File: config.mk
export PLATFORM = sky130hd
export DESIGN_NAME = sub_escritura_flat
export DESIGN_NICKNAME = d
export VERILOG_FILES = /design/src/rtl/sub_escritura_if.sv /design/src/rtl/sub_escritura.sv /design/src/flat_wrapper.sv
export SDC_FILE = /design/constraint.sdc
export NUM_CORES = 1
export LEC_CHECK = 0
export ABC_CLOCK_PERIOD_IN_PS = 2200
export CORE_MARGIN = 4
export CORE_UTILIZATION = 49
export DETAILED_ROUTE_END_ITERATION = 8
export GPL_ROUTABILITY_DRIVEN = 0
export PLACE_DENSITY = 0.67
export RECOVER_POWER = 25
export SYNTH_ARGS = -nofsm -noshare
export SYNTH_HDL_FRONTEND = slang
export SYNTH_SLANG_ARGS = --single-unit
File: constraint.sdc
create_clock -name clk -period 2.2 [get_ports clk]
set_input_delay 0.33 -clock clk [delete_from_list [all_inputs] [get_ports clk]]
set_output_delay 0.33 -clock clk [all_outputs]
set_load 0.02 [all_outputs]
File: src/rtl/sub_escritura_if.sv
// Product handshake into the display stage: producer offers a signed Booth product,
// the display stage raises ready only while it is idle.
interface sub_escritura_if #(
   parameter int ancho = 4
);
   logic                 valid;
   logic [2*ancho-1:0]   producto;
   logic                 ready;

   modport master (output valid, output producto, input ready);
   modport slave  (input valid, input producto, output ready);
endinterface

File: src/rtl/sub_escritura.sv
// Signed product -> sequential double-dabble BCD -> multiplexed common-anode 7-segment scan.
// Latency: transfer edge + 2*ancho + 1 to display registers, +1 to seg/an; ready low meanwhile.
module sub_escritura #(
   parameter int ancho   = 4,
   parameter int N_DIG   = 3,
   parameter int REFRESH = 50000
) (
   input  logic             clk,
   input  logic             rst,
   sub_escritura_if.slave   bus,
   output logic [6:0]       seg,
   output logic [N_DIG:0]   an
);
   localparam int W  = 2*ancho;
   localparam int B  = 4*N_DIG;
   localparam int CW = (REFRESH > 1) ? $clog2(REFRESH) : 1;
   localparam int IW = $clog2(N_DIG+1);
   localparam int NW = $clog2(W);

   localparam logic [1:0] S_IDLE = 2'd0;
   localparam logic [1:0] S_CONV = 2'd1;
   localparam logic [1:0] S_UPD  = 2'd2;

   localparam logic [6:0] SEG_DASH  = 7'b0111111;
   localparam logic [6:0] SEG_BLANK = 7'b1111111;

   logic [1:0]       state_q, state_d;
   logic [W-1:0]     mag_q, mag_d;
   logic             neg_q, neg_d;
   logic [B-1:0]     bcd_q, bcd_d, bcd_adj;
   logic [B+W-1:0]   dd_shift;
   logic [NW-1:0]    it_q, it_d;
   logic [B-1:0]     disp_q, disp_d;
   logic             dneg_q, dneg_d;
   logic [CW-1:0]    ref_q, ref_d;
   logic [IW-1:0]    idx_q, idx_d;
   logic [6:0]       seg_q, seg_d;
   logic [N_DIG:0]   an_q, an_d;
   logic [B-1:0]     shifted;
   logic [3:0]       digit;
   logic             xfer;

   function automatic logic [6:0] seg7(input logic [3:0] d);
      case (d)
         4'd0:    seg7 = 7'b1000000;
         4'd1:    seg7 = 7'b1111001;
         4'd2:    seg7 = 7'b0100100;
         4'd3:    seg7 = 7'b0110000;
         4'd4:    seg7 = 7'b0011001;
         4'd5:    seg7 = 7'b0010010;
         4'd6:    seg7 = 7'b0000010;
         4'd7:    seg7 = 7'b1111000;
         4'd8:    seg7 = 7'b0000000;
         4'd9:    seg7 = 7'b0010000;
         default: seg7 = SEG_BLANK;
      endcase
   endfunction

   assign bus.ready = (state_q == S_IDLE);
   assign xfer      = bus.valid && bus.ready;

   always_comb begin
      bcd_adj = bcd_q;
      for (int i = 0; i < N_DIG; i++) begin
         if (bcd_q[4*i +: 4] >= 4'd5)
            bcd_adj[4*i +: 4] = bcd_q[4*i +: 4] + 4'd3;
      end
      dd_shift = {bcd_adj, mag_q} << 1;

      state_d = state_q;
      mag_d   = mag_q;
      neg_d   = neg_q;
      bcd_d   = bcd_q;
      it_d    = it_q;
      disp_d  = disp_q;
      dneg_d  = dneg_q;

      case (state_q)
         S_IDLE: begin
            if (xfer) begin
               neg_d   = bus.producto[W-1];
               // The most negative value negates to itself, which read unsigned is its magnitude.
               mag_d   = bus.producto[W-1] ? (~bus.producto + W'(1)) : bus.producto;
               bcd_d   = '0;
               it_d    = '0;
               state_d = S_CONV;
            end
         end
         S_CONV: begin
            bcd_d = dd_shift[B+W-1:W];
            mag_d = dd_shift[W-1:0];
            it_d  = it_q + 1'b1;
            if (it_q == NW'(W-1))
               state_d = S_UPD;
         end
         S_UPD: begin
            disp_d  = bcd_q;
            dneg_d  = neg_q;
            state_d = S_IDLE;
         end
         default: state_d = S_IDLE;
      endcase
   end

   always_comb begin
      ref_d = ref_q + 1'b1;
      idx_d = idx_q;
      if (ref_q == CW'(REFRESH-1)) begin
         ref_d = '0;
         idx_d = (idx_q == IW'(N_DIG)) ? '0 : idx_q + 1'b1;
      end

      shifted = disp_q >> (4*idx_q);
      digit   = shifted[3:0];
      // A digit is a leading zero when it and everything above it are zero.
      if (idx_q == IW'(N_DIG))
         seg_d = (dneg_q && (disp_q != '0)) ? SEG_DASH : SEG_BLANK;
      else if ((idx_q != '0) && (shifted == '0))
         seg_d = SEG_BLANK;
      else
         seg_d = seg7(digit);

      an_d = '1;
      for (int i = 0; i <= N_DIG; i++)
         an_d[i] = (idx_q != IW'(i));
   end

   always_ff @(posedge clk) begin
      if (rst) begin
         state_q <= S_IDLE;
         mag_q   <= '0;
         neg_q   <= 1'b0;
         bcd_q   <= '0;
         it_q    <= '0;
         disp_q  <= '0;
         dneg_q  <= 1'b0;
         ref_q   <= '0;
         idx_q   <= '0;
         seg_q   <= '1;
         an_q    <= '1;
      end else begin
         state_q <= state_d;
         mag_q   <= mag_d;
         neg_q   <= neg_d;
         bcd_q   <= bcd_d;
         it_q    <= it_d;
         disp_q  <= disp_d;
         dneg_q  <= dneg_d;
         ref_q   <= ref_d;
         idx_q   <= idx_d;
         seg_q   <= seg_d;
         an_q    <= an_d;
      end
   end

   assign seg = seg_q;
   assign an  = an_q;
endmodule

File: src/flat_wrapper.sv
// flat-port wrapper written by rule: the top's interface ports become plain ports
module sub_escritura_flat 
#(
   parameter int ancho   = 4,
   parameter int N_DIG   = 3,
   parameter int REFRESH = 50000
)
  (clk, rst, seg, an, bus_valid, bus_producto, bus_ready);
  sub_escritura_if #(.ancho(ancho)) bus_i ();
  input  logic clk;
  input  logic rst;
  output logic [6:0] seg;
  output logic [N_DIG:0] an;
  input wire logic [$bits(bus_i.valid)-1:0] bus_valid;
  input wire logic [$bits(bus_i.producto)-1:0] bus_producto;
  output wire logic [$bits(bus_i.ready)-1:0] bus_ready;
  assign bus_i.valid = bus_valid;
  assign bus_i.producto = bus_producto;
  assign bus_ready = bus_i.ready;
  sub_escritura #(.ancho(ancho), .N_DIG(N_DIG), .REFRESH(REFRESH)) u_core (.clk(clk), .rst(rst), .bus(bus_i), .seg(seg), .an(an));
endmodule
-- Word-level counts from Yosys, hierarchy flattened
Memories as Yosys holds them, arrays and structs flattened.
Cells that the tools add are included.
- input bits: 11
- output and inout port bits: 12
- bits in registers: 68
- memory bits (read-only): 112
- memories kept: 1
- $lt $le $gt $ge: 3
- equality and inequality tests: 10
- $add $sub $neg: 7
- reduce and logical (&&, ||, !) cells: 12
- bitwise gates (word level): 1
- shifts and indexed selects: 1
- multiplexer cells: 17
- memories (memory ; depth ; width ; read ports ; clocked after memory_dff ; wr ports ; line ; text):
    (no name shown) ; 16 ; 7 ; 1 ; 0 ; 0 ; sub_escritura.sv:44 ; case (d)
- operators with widths (operator ; count):
    $pmux 12 s2 ; 1
    $mux 7 ; 3
    $add 16x1->16 const B ; 1
    $eq 16x16->1 const B ; 1
    $mux 8 ; 2
    $pmux 8 s2 ; 1
    $ge 4x3->1 const B ; 3
    $logic_not 12->1 ; 1
    $mux 12 ; 1
    $reduce_bool 12->1 ; 1
    $shr 12x4->12 ; 1
    $add 4x2->4 const B ; 2
    $add 8x1->8 const B ; 1
    $mux 4 ; 2
    $not 8->8 ; 1
    $mux 2 ; 3
    $mux 3 ; 2
    $ne 2x2->1 const B ; 3
    $pmux 3 s2 ; 1
    $reduce_and 2->1 ; 3
    $eq 2x2->1 const B ; 2
    $ne 2x1->1 const B ; 2
    $pmux 2 s2 ; 1
    $reduce_bool 2->1 ; 2
    8 further kinds ; 10

-- Logic depth before layout (Yosys ltp)
- depth in word-level cells: 5
- depth in mapped cells: 9

-- Least setup slack after synthesis
Ideal clock, no wire load.
- path kind: register to register
- start point: register u_core.idx_q[0]
- end point: register u_core.seg_q[0] (netlist: u_core.seg[0])
- stages on the path, launching flop included: 10
- slack: 262 ps
- data arrival time: 1801 ps
- period minus slack after synthesis: 1938 ps
- required time: 2063 ps
- cells stage by stage: dfxtp_1 -> buf_4 -> nor2b_4 -> o2bb2ai_1 -> inv_1 -> ha_1 -> nand2b_1 -> a2111oi_4 -> nor3_2 -> o21ai_0
- longest elaborated chain between the ends: 5
- elaborated cells between the ends (all ways): 8
- ends and longest elaborated chain (item ; line ; text):
    start, declared ; sub_escritura.sv:36 ; logic [IW-1:0] idx_q, idx_d;
    start signal, assigned ; sub_escritura.sv:150 ; idx_q <= idx_d;
    parallel branches: the longest is 4 deep, another holds $mem_v2 16x7 ; -- ;
    $mux 7 * ; sub_escritura.sv:116 ; if (idx_q == IW'(N_DIG))
    end signal, assigned ; sub_escritura.sv:151 ; seg_q <= seg_d;
    end, declared ; sub_escritura.sv:37 ; logic [6:0] seg_q, seg_d;
Every way passes the cells marked *.
A chain may end at the register's enable or synchronous reset.

-- Worst setup path in the final report
- start point: register u_core.idx_q[0]
- end point: register u_core.seg_q[5] (netlist: u_core.seg[5])
Same word-level chain as after synthesis.

==> results.tsv <==
stage	metric	value	unit
timing	timing.final.crit_share	88.4	%
final_layout	multi_input_area	1840	µm²
timing	period_needed	1.95	ns
critical_path	criticalPathCategory	reg -> reg	
floorplan	die_w	91.0	µm
floorplan	core	6530	µm²
cts	cts_resized	0	
hold_path	hp-class	reg -> reg	
timing	worst_hold_slack	0.453	ns
routing	drt-pass1-iter-count	4	
cts	cts_tree	built	
yosys	syn-num-nets	413	
routing	drc	0	
timing	tightest_slew	0.816	ns
critical_path	worst_setup_path_start_kind	flop	
floorplan	die-area	8280	µm²
critical_path	crit_required	2.41	ns
timing	drv_slew	0	
timing	setup_viol	0	
cts	cts_buffers	9	
final_layout	seq_area	1360	µm²
yosys	syn_avg_cell_area	8.81	µm²
floorplan	initial_core_util	51.6	%
final_layout	final_cell_mix	dfxtp_1, nand2_1, nor2_1, a21oi_1, clkdlybuf4s50_1	
run	max_cap_violations	0	
timing	relSlewSlack	45.6	%
global_routing	grt_pass1_vias	2469	
critical_path	reg2reg_from	u_core.idx_q[0]	
yosys	synth_seq_cells	68	
yosys	synth_edf_count	0	
global_routing	grt_overflow	0	
cts	cts-root-buf	clkbuf_8	
global_routing	grt_usage	16.3	%
critical_path	crit_fanout	7	
global_routing	grt_max_degree	42	
yosys	synthArstFlopShare	0	%
routing	dr_total_vias	2608	
timing	finalSetupTns	0	ns
timing	fmax	0.514	GHz
cts	holdBufCountCts	0	
placement	dp_hpwl	4.36	mm
floorplan	boundaryPins	23	
yosys	ys.flop_type	dfxtp_1	
pwr	power.leakage	0.00141	µW
critical_path	end_kind	flop	
yosys	yosysSeqAreaShare	40.4	%
final_layout	fin_nets	433	
global_routing	grt_pass1_wl	11.2	mm
global_routing	antenna_found_initial	0	
routing	ant_nets	0	
outcome	status	finished clean	
timing	worst_clock_skew	0.00533	ns
hold_path	hp-start	u_core.mag_q[6]	
timing	rsz0062_at_grt	no	
cts	clockBufferDepth	2	
pwr	peakVddDrop	377	µV
cts	cts_htree_levels	3	
critical_path	crit_arrival	2.16	ns
routing	via_per_inst	5.38	
timing	hold_viol	0	
critical_path	cp-startpoint	u_core.idx_q[0]	
final_layout	n_antenna_cell	0	
final_layout	num-fill-cells	594	
pwr	power_density	681	nW/µm²
routing	wire_per_inst	12.9	µm
yosys	syn-cell-area	3370	µm²
final_layout	layout_commonest_cell	dfxtp_1	
floorplan	rows	29	
yosys	yosys_warnings	0	
routing	drtIter0Drc	47	
yosys	synth_cell_types	58	
routing	drt-total-wl	6.25	mm
floorplan	die_y	91.0	µm
final_layout	drive_gt1_share	9.80	%
yosys	syn_inst	383	
cts	path_clk_slew	0.07	ns
cts	clkLatencyLatePin	0.34	ns
cts	clock_sinks	68	
placement	port_buffers	22	
final_layout	areaGrowthSynthToFinish	14.7	%
cts	post_cts_buffers	0	
## state kept, by name, summed over array words and instances, names as in the netlist
register,count
u_core.idx_q,2
u_core.dneg_q,1
u_core.disp_q,12
u_core.an,4
u_core.state_q,2
u_core.ref_q,16
u_core.neg_q,1
u_core.seg,7
u_core.it_q,3
u_core.mag_q,8
u_core.bcd_q,12
## area by class of cell
cell class,count,share of cell area (%)
multi-input combinational,278,47.6
sequential,68,35.2
timing repair buffer,30,7.08
clock buffer,12,4.27
tap,77,2.49
clock inverter,4,1.81
inverter,16,1.55
## per-stage QoR
step	total power [µW]	instances	instance area (µm²)	utilization [%]	setup slack, ns
detailed placement	1480	469	3640	55.7	0.248
floorplan	1420	383	3370	-	0.262
finish	2640	485	3870	59.3	0.254
global route	2760	485	3870	59.3	0.0374
global placement	1480	469	3640	55.7	0.332
CTS	2670	485	3880	59.3	0.232
## worst paths after layout
kind | to | slack, ns | cells after the start
setup / recovery | u_core.seg[5] | 0.25 | 8
hold / removal | u_core.mag_q[7] | 0.45 | 2
setup reg to reg | u_core.seg[5] | 0.25 | 8
hold reg to reg | u_core.mag_q[7] | 0.45 | 2
## worst max-delay path: stages, from the launching register on
cell	delay [ns]
dfxtp_1	0.48
nor2b_4	0.27
o2bb2ai_1	0.17
inv_1	0.11
ha_1	0.21
nand2b_1	0.12
a2111oi_4	0.05
nor3_2	0.28
o21ai_0	0.14
## cells in the mapped netlist, types with 3 or more instances
master / n / share of area (%)
xnor2_1: 12 / 3.1
a21oi_1: 38 / 5.6
o21ai_1: 3 / 0.44
a221oi_1: 3 / 0.78
o31ai_1: 3 / 0.67
dfxtp_1: 68 / 40
a22oi_1: 7 / 1.6
mux2i_1: 8 / 2.4
nor2b_1: 3 / 0.56
nor2_1: 38 / 4.2
o21ai_0: 9 / 1.3
clkbuf_1: 9 / 1.0
buf_2: 5 / 0.74
nand2_1: 48 / 5.3
ha_1: 19 / 7.0
inv_1: 16 / 1.8
nand2b_1: 12 / 2.2
nand4_1: 3 / 0.56
nand3_1: 14 / 2.1
nor3_1: 7 / 1.0
xor2_1: 12 / 3.1
## layer usage
metal / vias to the layer above / share of wire [%] / GRT usage (%)
li1: 1357 / - / -
met1: 1199 / 50 / 20.5
met2: 39 / 45 / 26.2
met3: 13 / 3.2 / 4.46
met4: 0 / 2.2 / 7.54
met5: - / 0 / 0
## cell families after synthesis
logic type                 Yosys count  synth area share, %
AOI/OAI and AO/OA                   76                 14.8
xor gates and xnor gates            24                 6.23
adders and majority gates           19                 7.05
buffers and inverters               37                 5.01
DFF                                 68                 40.4
muxes                               10                 3.12
and+or+nand+nor                    149                 23.4
## power breakdown
part | total [µW] | internal, µW | switching (µW)
Clock | 1180 | 727 | 458
Combinational | 177 | 71.8 | 105
Sequential | 1270 | 1260 | 15.9
Total | 2640 | 2060 | 578
No activity file was read; power rests on OpenSTA's default activity.
==> RTL change 1 (config.mk and constraints unchanged) <==
`ancho` is set to 4 in 3 places; all go to 8.
--- a/src/rtl/sub_escritura_if.sv
+++ b/src/rtl/sub_escritura_if.sv
@@ -1,7 +1,7 @@
 // Product handshake into the display stage: producer offers a signed Booth product,
 // the display stage raises ready only while it is idle.
 interface sub_escritura_if #(
-   parameter int ancho = 4
+   parameter int ancho = 8
 );
    logic                 valid;
    logic [2*ancho-1:0]   producto;
--- a/src/rtl/sub_escritura.sv
+++ b/src/rtl/sub_escritura.sv
@@ -1,7 +1,7 @@
 // Signed product -> sequential double-dabble BCD -> multiplexed common-anode 7-segment scan.
 // Latency: transfer edge + 2*ancho + 1 to display registers, +1 to seg/an; ready low meanwhile.
 module sub_escritura #(
-   parameter int ancho   = 4,
+   parameter int ancho   = 8,
    parameter int N_DIG   = 3,
    parameter int REFRESH = 50000
 ) (
--- a/src/flat_wrapper.sv
+++ b/src/flat_wrapper.sv
@@ -1,7 +1,7 @@
 // flat-port wrapper written by rule: the top's interface ports become plain ports
 module sub_escritura_flat 
 #(
-   parameter int ancho   = 4,
+   parameter int ancho   = 8,
    parameter int N_DIG   = 3,
    parameter int REFRESH = 50000
 )
Interface: changed (resized bus_producto); port bits go from 23 to 31. The function was not compared with the original's and may differ.
==> RTL change 1 against the original RTL <==
Sequential cell count up 9. Sequential power grew 15%. Critical path depth unchanged. Total power up 1.4%. Setup slack got worse by 120 ps. Cell area up 16%. Synthesized area up 12%. Wire length up 27%.
==> RTL change 1: results (changes against the original RTL) <==
metric	value	unit	change
synthTopCellsByArea	dfxtp_1 41%, ha_1 6.0%, a21oi_1 5.4%, nand2_1 5.4%, nor2_1 4.1%		was dfxtp_1 40%, ha_1 7.0%, a21oi_1 5.6%, nand2_1 5.3%, nor2_1 4.2%
use_met1	0.254		was 0.205
post_dp_cell_area	0.00434	mm2	was 0.00364 mm2
regArea	0.00154	mm2	was 0.00136 mm2
status	completed		unchanged
pre_cts_slack	-198	ps	was 248 ps
dr.first_iter.drc_count	138		was 47
synth_cell_type_count	47		was 58
hold_ws	460	ps	was 453 ps
top_regs	u_core.mag_q: 16 flops, u_core.ref_q: 16 flops		was u_core.ref_q: 16 flops, u_core.bcd_q: 12 flops, u_core.disp_q: 12 flops
tightest_slew	821	ps	was 816 ps
drt-total-wl	7.95	mm	was 6.25 mm
grt_pass1_vias	3004		was 2,469
grt_max_degree	40		was 42
grt_util_met3	0.0281		was 0.0446
comb_power	0.285	mW	was 0.177 mW
reg2reg_to	u_core.seg[6]		was u_core.seg[5]
wl_per_cell	13.2	um	was 12.9 um
synthTopCellsByCount	77 x dfxtp_1, 54 x nand2_1, 41 x a21oi_1, 41 x nor2_1		was 68 x dfxtp_1, 48 x nand2_1, 38 x a21oi_1, 38 x nor2_1, 19 x ha_1
numPortBuffers	30		was 22
critPathTopFamily	compound AO/OA/AOI/OAI gates		was simple AND/OR/NAND/NOR gates
peakVddDrop	0.000284	V	was 0.000377 V
grt_util_met2	0.285		was 0.262
crit_slowest_cell	dfxtp_2		was dfxtp_1
yosysSeqAreaShare	0.408		was 0.404
switching_share	0.254		was 0.219
wl_met2	3.55	mm	was 2.79 mm
fillers	643		was 594
power_leakage	1.65	nW	was 1.41 nW
holdCritStartpoint	u_core.dneg_q		was u_core.mag_q[6]
grt_pass1_wl	13.4	mm	was 11.2 mm
path_max_fanout	4		was 7
drive_gt1_frac	0.105		was 0.0980
timing.rr.start	u_core.idx_q[1]		was u_core.idx_q[0]
avgSynthCellArea	8.37	um2	was 8.81 um2
pwr_density_cell	593	mW/mm2	was 681 mW/mm2
powerClk	0.931	mW	was 1.18 mW
grt_usage	0.183		was 0.163
syn_nets	489		was 413
[RTL change 1: cell types whose count changed in the layout (fill, tap and decap cells not counted), moves of 4 or more]
| cell | unedited run | this run |
|---|---|---|
| a22oi_1 | 7 | 15 |
| buf_4 | 6 | 22 |
| clkdlybuf4s50_1 | 21 | 29 |
| dfxtp_1 | 68 | 76 |
| nand2_1 | 48 | 54 |
| nand2b_1 | 12 | 17 |
| o21ai_0 | 9 | 20 |
| o22ai_1 | 0 | 4 |
| xnor2_1 | 12 | 17 |
[RTL change 1: worst min-delay path: stages (launching register included)]
cell and delay, ps:
dfxtp_1 310, nand2_1 50, a21oi_1 50
[RTL change 1: worst max-delay path by stage]
stage                               start          endpoint  slack (ps)  depth (start not counted)
after floorplan           u_core.idx_q[1]     u_core.seg[6]          50                          9
after global placement    bus_producto[8]  u_core.mag_q[13]        -150                          6
after detailed placement  bus_producto[8]  u_core.mag_q[14]        -200                          6
after CTS                 u_core.idx_q[1]     u_core.seg[6]          30                          8
after global routing      u_core.idx_q[1]     u_core.seg[6]           4                          8
final                     u_core.idx_q[1]     u_core.seg[6]         130                          8
[RTL change 1: cell families (layout without fill, tap and decap cells)]
kind of cell	after synthesis	after routing	synth area share
adder cells (fa/ha/maj)	18	18	0.0595
XOR/XNOR	30	30	0.0695
multiplexers	9	9	0.0245
flip-flops	77	77	0.408
buffers and inverters	37	88	0.0370
AND/OR/NAND/NOR	175	175	0.225
AO/OA/AOI/OAI	106	106	0.177
[RTL change 1: layout make-up]
type | instances | share of cell area
clock inverters | 4 | 0.00556
multi-input cells | 338 | 0.469
repair buffers | 57 | 0.110
flip-flops and latches | 77 | 0.343
clock buffers | 11 | 0.0314
well taps | 99 | 0.0275
inverters | 16 | 0.0133
==> RTL change 2 (config.mk and constraints unchanged) <==
Made on the original files. Reset style: asynchronous (`rst`), changed in one clocked block.
--- a/src/rtl/sub_escritura.sv
+++ b/src/rtl/sub_escritura.sv
@@ -125,7 +125,7 @@
          an_d[i] = (idx_q != IW'(i));
    end
 
-   always_ff @(posedge clk) begin
+   always_ff @(posedge clk or posedge rst) begin
       if (rst) begin
          state_q <= S_IDLE;
          mag_q   <= '0;
Check against the original RTL: differs if rst is asserted again (counterexample within 4 cycles, from zero or initial values and one cycle with rst high); with rst held inactive, the same outputs for 10 cycles.
==> RTL change 2 against the original RTL <==
Sequential cell count unchanged. Count of clock-buffer cells in the layout shrank 2. Die area is 1.7% higher. Wire length is 0.56% lower. Largest cell class is now registers. Critical path type unchanged. Cell area rose by 3.5%. Synthesized area increased by 1.9%. Setup slack improved by 1.2 ps.
Power is not compared: it rests on default switching activity, and its combinational part moved more than twofold at a synthesized area within 25%.
==> RTL change 2: results (changes against the original RTL) <==
metric	value	unit	change
post_dp_cell_area	0.00379	mm2	was 0.00364 mm2
crit_start	u_core.idx_q[0]		unchanged
grt_max_degree	21		was 42
synth_top_area_frac	0.415		was 0.404
synthTopCellsByArea	dfrtp_1 41%, dfstp_2 8.4%, ha_1 6.9%, o21ai_0 4.5%, nand2_1 4.4%		was dfxtp_1 40%, ha_1 7.0%, a21oi_1 5.6%, nand2_1 5.3%, nor2_1 4.2%
hold_end	u_core.ref_q[0]		was u_core.mag_q[7]
nNonClkBuffers	33		was 30
synth_cell_type_count	44		was 58
seq_cell_count	68		unchanged
nets	406		was 433
clkCellAreaFrac	0.0563		was 0.0608
status	completed		unchanged
seq_share	0.428		was 0.352
vias_per_cell	5.26		was 5.38
path_max_fanout	9		was 7
crit_slowest_cell	dfrtp_1		was dfxtp_1
avgSynthCellArea	10.0	um2	was 8.81 um2
multi_input_area	0.00157	mm2	was 0.00184 mm2
die_area	0.00842	mm2	was 0.00828 mm2
slowest_delay	510	ps	was 480 ps
dp_hpwl	4.52	mm	was 4.36 mm
inv_count	22		was 16
multi_input_gates	242		was 278
syn_nets	372		was 413
grt_pass1_wl	11.1	mm	was 11.2 mm
dr.first_iter.drc_count	48		was 47
pre_cts_slack	17.0	ps	was 248 ps
fillers	585		was 594
p_total	4.66	mW	
min_path_cells	1		was 2
grt_pass1_vias	2483		was 2,469
nonClkBufAreaFrac	0.0734		was 0.0708
regArea	0.00172	mm2	was 0.00136 mm2
finalNonFillerCells	477		was 485
dp.cells	461		was 469
yosysSeqAreaShare	0.499		was 0.404
num-clock-buffers	10		was 12
critPathTopFamily	flip-flops		was simple AND/OR/NAND/NOR gates
reg2reg_depth	6		was 8
finClkSkew	11.9	ps	was 5.33 ps
tightest_slew	1020	ps	was 816 ps
m1WireLength	2.95	mm	was 3.13 mm
use_met1	0.207		was 0.205
grt_util_met3	0.0468		was 0.0446
drive_gt1_frac	0.134		was 0.0980
==> RTL change 2: cell count changes after synthesis, moves of 4 or more <==
cell	before	now
mux2_2	1	8
a22oi_1	7	0
nand2b_1	12	6
o22ai_1	0	14
inv_1	16	20
dfrtp_1	0	57
dfstp_2	0	11
dfxtp_1	68	0
clkbuf_1	9	2
xor2_1	12	8
o21ai_0	9	31
nand2_1	48	40
nor2_1	38	25
a21oi_1	38	17
==> RTL change 2: kinds of logic (layout without fill, tap and decap cells) <==
| family | after synthesis | count (layout) | share of synthesized area |
|---|---|---|---|
| compound gates | 78 | 78 | 0.133 |
| mux | 14 | 14 | 0.0437 |
| buf+inv | 32 | 71 | 0.0451 |
| fa+ha+maj | 19 | 19 | 0.0692 |
| xor+xnor | 23 | 23 | 0.0586 |
| simple gates | 108 | 108 | 0.151 |
| flops | 68 | 68 | 0.499 |
